[src/rtl/led_ctrl_pkg.sv]
// Shared definitions for the keyboard-LED step scheduler: key codes,
// scheduler states and the speed level type.
package led_ctrl_pkg;

  localparam logic [3:0] KEY_START_STOP = 4'h1;
  localparam logic [3:0] KEY_FASTER     = 4'h2;
  localparam logic [3:0] KEY_SLOWER     = 4'h3;
  localparam logic [3:0] KEY_REVERSE    = 4'h4;
  localparam logic [3:0] KEY_SINGLE     = 4'h5;

  typedef enum logic [1:0] {
    IDLE  = 2'd0,
    RUN   = 2'd1,
    PAUSE = 2'd2
  } state_t;

  typedef logic [1:0] speed_t;

endpackage

[src/rtl/step_divider.sv]
// Loadable prescaler: counts 0..period-1 while enabled and flags the
// terminal count; a clear restarts the count and swallows that terminal count.
module step_divider #(
  parameter int DIV_W = 26
) (
  input  logic             clk,
  input  logic             rst,
  input  logic             en,
  input  logic             clr,
  input  logic [DIV_W-1:0] period,
  output logic             tc
);

  logic [DIV_W-1:0] r_cnt;
  logic             w_last;

  assign w_last = (r_cnt == (period - DIV_W'(1)));
  assign tc     = en && !clr && w_last;

  always_ff @(posedge clk or posedge rst) begin
    if (rst) begin
      r_cnt <= '0;
    end else if (!en || clr || w_last) begin
      r_cnt <= '0;
    end else begin
      r_cnt <= r_cnt + DIV_W'(1);
    end
  end

endmodule

[src/rtl/led_step_ctrl.sv]
// Step scheduler for the LED rotator: decodes key commands into run/pause
// sequencing, speed and direction, and emits registered one-cycle step pulses.
module led_step_ctrl
  import led_ctrl_pkg::*;
#(
  parameter int BASE_DIV = 50_000_000,
  parameter int DIV_W    = 26
) (
  input  logic       clk,
  input  logic       rst,
  input  logic       key_valid,
  input  logic [3:0] key_code,
  output logic       step,
  output logic       dir,
  output logic       running,
  output logic [1:0] speed
);

  state_t           r_state;
  state_t           w_stateNext;
  speed_t           r_speed;
  speed_t           w_speedNext;
  logic             r_dir;
  logic             r_revPend;
  logic             r_step;
  logic             w_stepNext;
  logic             w_startStop;
  logic             w_faster;
  logic             w_slower;
  logic             w_reverse;
  logic             w_single;
  logic             w_speedChg;
  logic             w_clr;
  logic             w_tc;
  logic [DIV_W-1:0] w_period;

  assign w_startStop = key_valid && (key_code == KEY_START_STOP);
  assign w_faster    = key_valid && (key_code == KEY_FASTER);
  assign w_slower    = key_valid && (key_code == KEY_SLOWER);
  assign w_reverse   = key_valid && (key_code == KEY_REVERSE);
  assign w_single    = key_valid && (key_code == KEY_SINGLE);

  always_comb begin
    w_speedNext = r_speed;
    if (w_faster && (r_speed != 2'd3)) begin
      w_speedNext = r_speed + 2'd1;
    end else if (w_slower && (r_speed != 2'd0)) begin
      w_speedNext = r_speed - 2'd1;
    end
  end

  // Any START_STOP or real speed change restarts the divider and drops a coincident tc.
  assign w_speedChg = (w_speedNext != r_speed);
  assign w_clr      = w_startStop || w_speedChg;
  assign w_period   = DIV_W'(BASE_DIV >> r_speed);

  step_divider #(
    .DIV_W (DIV_W)
  ) u_divider (
    .clk    (clk),
    .rst    (rst),
    .en     (r_state == RUN),
    .clr    (w_clr),
    .period (w_period),
    .tc     (w_tc)
  );

  always_ff @(posedge clk or posedge rst) begin
    if (rst) begin
      r_state <= IDLE;
    end else begin
      r_state <= w_stateNext;
    end
  end

  always_comb begin
    w_stateNext = r_state;
    w_stepNext  = 1'b0;
    case (r_state)
      IDLE: begin
        if (w_startStop) w_stateNext = RUN;
      end
      RUN: begin
        w_stepNext = w_tc;
        if (w_startStop) w_stateNext = PAUSE;
      end
      PAUSE: begin
        w_stepNext = w_single;
        if (w_startStop) w_stateNext = RUN;
      end
      default: begin
        w_stateNext = IDLE;
      end
    endcase
  end

  // A REVERSE that coincides with an outgoing step is held back one cycle
  // so the step still carries the old direction.
  always_ff @(posedge clk or posedge rst) begin
    if (rst) begin
      r_speed   <= 2'd0;
      r_step    <= 1'b0;
      r_dir     <= 1'b0;
      r_revPend <= 1'b0;
    end else begin
      r_speed   <= w_speedNext;
      r_step    <= w_stepNext;
      r_revPend <= w_reverse && w_stepNext;
      r_dir     <= r_dir ^ r_revPend ^ (w_reverse && !w_stepNext);
    end
  end

  assign step    = r_step;
  assign dir     = r_dir;
  assign running = (r_state == RUN);
  assign speed   = r_speed;

endmodule

[config.mk]
export PLATFORM = sky130hd
export DESIGN_NAME = led_step_ctrl
export DESIGN_NICKNAME = d
export VERILOG_FILES = /design/src/rtl/led_ctrl_pkg.sv /design/src/rtl/step_divider.sv /design/src/rtl/led_step_ctrl.sv
export SDC_FILE = /design/constraint.sdc
export NUM_CORES = 1
export LEC_CHECK = 0
export ABC_AREA = 1
export BUFFER_PORTS_ARGS = -buffer_cell sky130_fd_sc_hd__buf_4
export CORE_MARGIN = 2
export CORE_UTILIZATION = 52
export CTS_CLUSTER_DIAMETER = 150
export DETAILED_ROUTE_END_ITERATION = 6
export PLACE_DENSITY = 0.77
export SYNTH_ARGS = -nofsm -noshare
export SYNTH_HDL_FRONTEND = slang
export SYNTH_SLANG_ARGS = --single-unit
[constraint.sdc]
create_clock -name clk -period 2.5 [get_ports clk]
set_input_delay 0.5 -clock clk [delete_from_list [all_inputs] [get_ports clk]]
set_output_delay 0.5 -clock clk [all_outputs]
set_load 0.02 [all_outputs]
==> run summary <==
The cell family with the largest share of critical-path delay was simple AND/OR/NAND/NOR gates. The placeable core region is 4320 um^2. The routed wire length per instance is 13.8 um, and the number of search-and-repair iterations in the first detailed-routing pass is 5. In this run, synthesis produced a sequential element count of 33. The detailed router placed 2,124 vias in this run. For the leakage power of the design, the log shows 1.18 nW. In this run the critical register-to-register path is launched from speed[1]. After detailed routing, the total wire length is 5.44 mm. The total power came out at 1.64 mW. Dividing total power by cell area gives a power density of 647 nW/um^2. The kind of critical path is flop to flop. For this design, the sink count on the clock tree is 33. For met2 alone, demand over resource in global routing was 35.7%. The tools report the filler cell count as 409.

The critical path arrival was 2.35 ns; the initial core utilization was 53.7%. For the pin with the worst max-slew slack, the measured transition is 0.433 ns. Across the routed clock network, the largest skew measured is 0.00873 ns.

The count of buffers from port buffering works out to 11. The global routing's busiest layer is met2. The H-tree was split into 2 levels.

The number of buffers and inverters on the critical path is 2. The tools report the type of element capturing the critical path as a flop. Cells with a size suffix above 1 make up 11.4% of the layout.

Measured against its own limit, the worst slew margin works out to 70.9%. The floorplan has 24 rows. For the number of antenna diodes, the log shows 0.

The post-layout minimum cycle time was 2.17 ns. The insertion delay to the later sink of the worst-skew pair came out at 0.29 ns. The final instance area is 2540 um^2, and the total die area is 5020 um^2. Setup repair after global routing left no endpoint under its margin.

Post-CTS timing repair inserted 0 buffers for setup. After routing, the total negative slack on setup checks comes to 0 ns. The cell type with the highest occurrence count on the critical path is sky130_fd_sc_hd__nand2_1. TritonCTS built the clock tree. For the routing usage on met1, the log shows 35.6%. Based on the critical path, the design can be clocked at up to 462 MHz. In the layout the commonest cells are sky130_fd_sc_hd__nand2_1 (87), sky130_fd_sc_hd__nor2_1 (55), sky130_fd_sc_hd__inv_1 (39), sky130_fd_sc_hd__dfrtp_1 (33), sky130_fd_sc_hd__nand4_1 (14). In this run the mean area of a mapped cell was 7.15 um^2.

The first global-routing pass estimated 9.51 mm of wire. The run gives 12 as the top-level I/O count. The tool flagged a number of max-cap violations equal to 0.

For the overall global routing resource usage, the log shows 24.2%. The kind of start point of the critical path was a flop. After the first detailed-routing iteration, the DRC count stood at 152. In the routed design, unresolved DRC markers number 0. The tools report the placed instance area as 2450 um^2. Leftover overflow at the end of global routing: 0. The count of nets left with antenna violations once routing finished came out at 0. The worst-case IR drop observed on VDD is 0.000357 V. After synthesis the cells add up to 2320 um^2.

The layout overhead on the synthesized area was 9.32%. Cell with the biggest individual delay on the critical path: sky130_fd_sc_hd__dfrtp_1. Leaving out fill and tap cells, the most frequent cell in the layout is sky130_fd_sc_hd__nand2_1. After clock tree synthesis, the clock-pin slew on the worst setup and hold paths is 0.07 ns. Dividing the detail-routed via count by the number of cells gives 5.39. Tracing the worst setup path back leads to its startpoint at speed[1].

Dividing the final minimum period by the clock period gives 86.6%. The via count of the first global-routing pass came out at 2,019. The HPWL after detailed placement is 4.23 mm. The initial antenna violation count was 0; the count of final hold-check violations was 0. The longest individual stage delay on the worst path is 0.49 ns, and the quantity of hold-fixing buffers added after cts is 0.

Counting every instance in the synthesized netlist gives 325. At the worst endpoint, the required time is 2.69 ns. The root buffer cell chosen for the clock tree is sky130_fd_sc_hd__clkbuf_8. The routability congestion estimate from global placement was 0.980; the non-filler instance count after layout was 394. For this run, global-route usage on met3 was measured as 5.56%. The number of buffers inserted during clock tree synthesis is 5.

The flow ran to the end, and the final reports show no timing, DRC or antenna violations. Entering global routing, the biggest net connects 34 pins. The number of max-slew violations in the final report is 0, and the number of cells after detailed placement is 386.

The die is 70.8 um wide. In this run, distinct cell masters in the synthesized netlist total 33. The number of nets in the synthesized netlist is 343. In this run the worst hold path is classified as primary input to async pin. Counting along the longest clock path gives a buffer depth of 2. The critical path goes through inv_1 -> ha_1 -> nor2_2 -> nand2_1 -> nand2_1 -> nand2_1 -> inv_1 -> nand2_1 -> nor2_1 -> nand2_1 -> nand2_4 -> a21oi_1 -> o21a_1.

The sequential area share after synthesis was 35.6%. The die is 70.8 um tall. The Yosys step of the flow raised 0 warnings. Of all nets on the critical path, the largest fanout is 26.

Setup violations remaining at the end of the flow were counted as 0. At the end of the flow, the number of nets in the layout was 359.
==> per-stage QoR <==
stage	hold WS, ns	utilization (%)	setup WS, ns
after floorplan	0.430	-	0.486
after detailed placement	0.463	56.7	0.197
final	0.297	58.7	0.334
after CTS	0.311	58.6	0.185
after global routing	0.346	58.7	0.105
after global placement	0.451	56.7	0.274
==> worst reg2reg max path: cells and delay by family (launching register included) <==
family / cells / cell delay, ns
simple gates: 8 / 0.91
flops: 1 / 0.49
fa+ha+maj: 1 / 0.28
buf+inv: 2 / 0.21
compound gates: 2 / 0.20
==> registers in the layout (all words and copies together), names as in the netlist <==
name             count
r_state              2
step                 1
r_revPend            1
dir                  1
speed                2
u_divider.r_cnt     26
==> kinds of logic after synthesis <==
group / Yosys count / synth area share (%)
AOI/OAI and AO/OA: 16 / 4.26
xor gates and xnor gates: 15 / 5.66
adders and majority gates: 11 / 5.93
buffers and inverters: 49 / 8.62
DFF: 33 / 35.6
and+or+nand+nor: 201 / 40.0
==> what timing repair did <==
action                                 in CTS  in global routing
endpoints found under the hold margin       0                  0
setup endpoints to repair                   0                  1
resized for setup                           0                  1
==> layout make-up <==
cell class | instances | area (um^2) | share of cell area (%)
tap | 52 | 65.1 | 2.56
multi-input combinational | 243 | 1300 | 51.3
sequential | 33 | 826 | 32.5
timing repair buffer | 12 | 90.1 | 3.55
clock inverter | 1 | 7.51 | 0.296
clock buffer | 7 | 76.3 | 3.01
inverter | 46 | 173 | 6.80
==> worst paths after layout <==
path / endpoint / slack, ns / cells after the start
setup / recovery: u_divider.r_cnt[10] / 0.33 / 13
hold / removal: u_divider.r_cnt[21] / 0.30 / 3
setup reg to reg: u_divider.r_cnt[10] / 0.33 / 13
hold reg to reg: u_divider.r_cnt[0] / 0.47 / 1
max in group asynchronous: u_divider.r_cnt[5] / 1.91 / 3
min in group clk: u_divider.r_cnt[0] / 0.47 / 1
==> cell usage after synthesis <==
master / instances / share of area (%)
sky130_fd_sc_hd__buf_6: 2 / 0.97
sky130_fd_sc_hd__nor3b_1: 3 / 0.97
sky130_fd_sc_hd__nor3_1: 9 / 1.9
sky130_fd_sc_hd__nor2_1: 55 / 8.9
sky130_fd_sc_hd__o211ai_1: 1 / 0.32
sky130_fd_sc_hd__nand2_1: 87 / 14
sky130_fd_sc_hd__nor3_4: 1 / 0.70
sky130_fd_sc_hd__o21a_1: 1 / 0.32
sky130_fd_sc_hd__buf_2: 1 / 0.22
sky130_fd_sc_hd__nor3_2: 1 / 0.43
sky130_fd_sc_hd__nand3_2: 1 / 0.43
sky130_fd_sc_hd__nor4_4: 1 / 0.92
sky130_fd_sc_hd__a22oi_1: 1 / 0.32
sky130_fd_sc_hd__o21ai_1: 1 / 0.22
sky130_fd_sc_hd__nand3b_1: 1 / 0.32
sky130_fd_sc_hd__nor2_4: 2 / 0.97
sky130_fd_sc_hd__inv_1: 39 / 6.3
sky130_fd_sc_hd__dfrtp_1: 33 / 36
sky130_fd_sc_hd__ha_1: 11 / 5.9
sky130_fd_sc_hd__nand2_2: 2 / 0.54
sky130_fd_sc_hd__nand4_1: 14 / 3.8
sky130_fd_sc_hd__xnor2_1: 3 / 1.1
sky130_fd_sc_hd__xor2_1: 12 / 4.5
sky130_fd_sc_hd__nand2_4: 1 / 0.48
sky130_fd_sc_hd__a21oi_1: 8 / 1.7
sky130_fd_sc_hd__nor4_1: 6 / 1.6
sky130_fd_sc_hd__nor2_2: 4 / 1.1
sky130_fd_sc_hd__o21ai_0: 2 / 0.43
sky130_fd_sc_hd__or2_0: 1 / 0.27
sky130_fd_sc_hd__a2bb2oi_1: 1 / 0.38
sky130_fd_sc_hd__a211oi_2: 1 / 0.54
sky130_fd_sc_hd__nand3_1: 12 / 2.6
sky130_fd_sc_hd__inv_2: 7 / 1.1
==> routing by layer <==
layer	vias up	part of all wire (%)	wire (um)
li1	1065	-	-
met1	979	48	2590
met2	69	44	2400
met3	11	6.8	372
met4	0	1.5	82
met5	-	0	0
==> power breakdown <==
part	internal (mW)	total [mW]	switching, mW	leakage, nW
clock network	0.197	0.400	0.203	0.0385
registers	0.569	0.618	0.0483	0.453
logic	0.227	0.624	0.396	0.684
total	0.994	1.64	0.648	1.18
No activity file was read; power rests on OpenSTA's default activity.
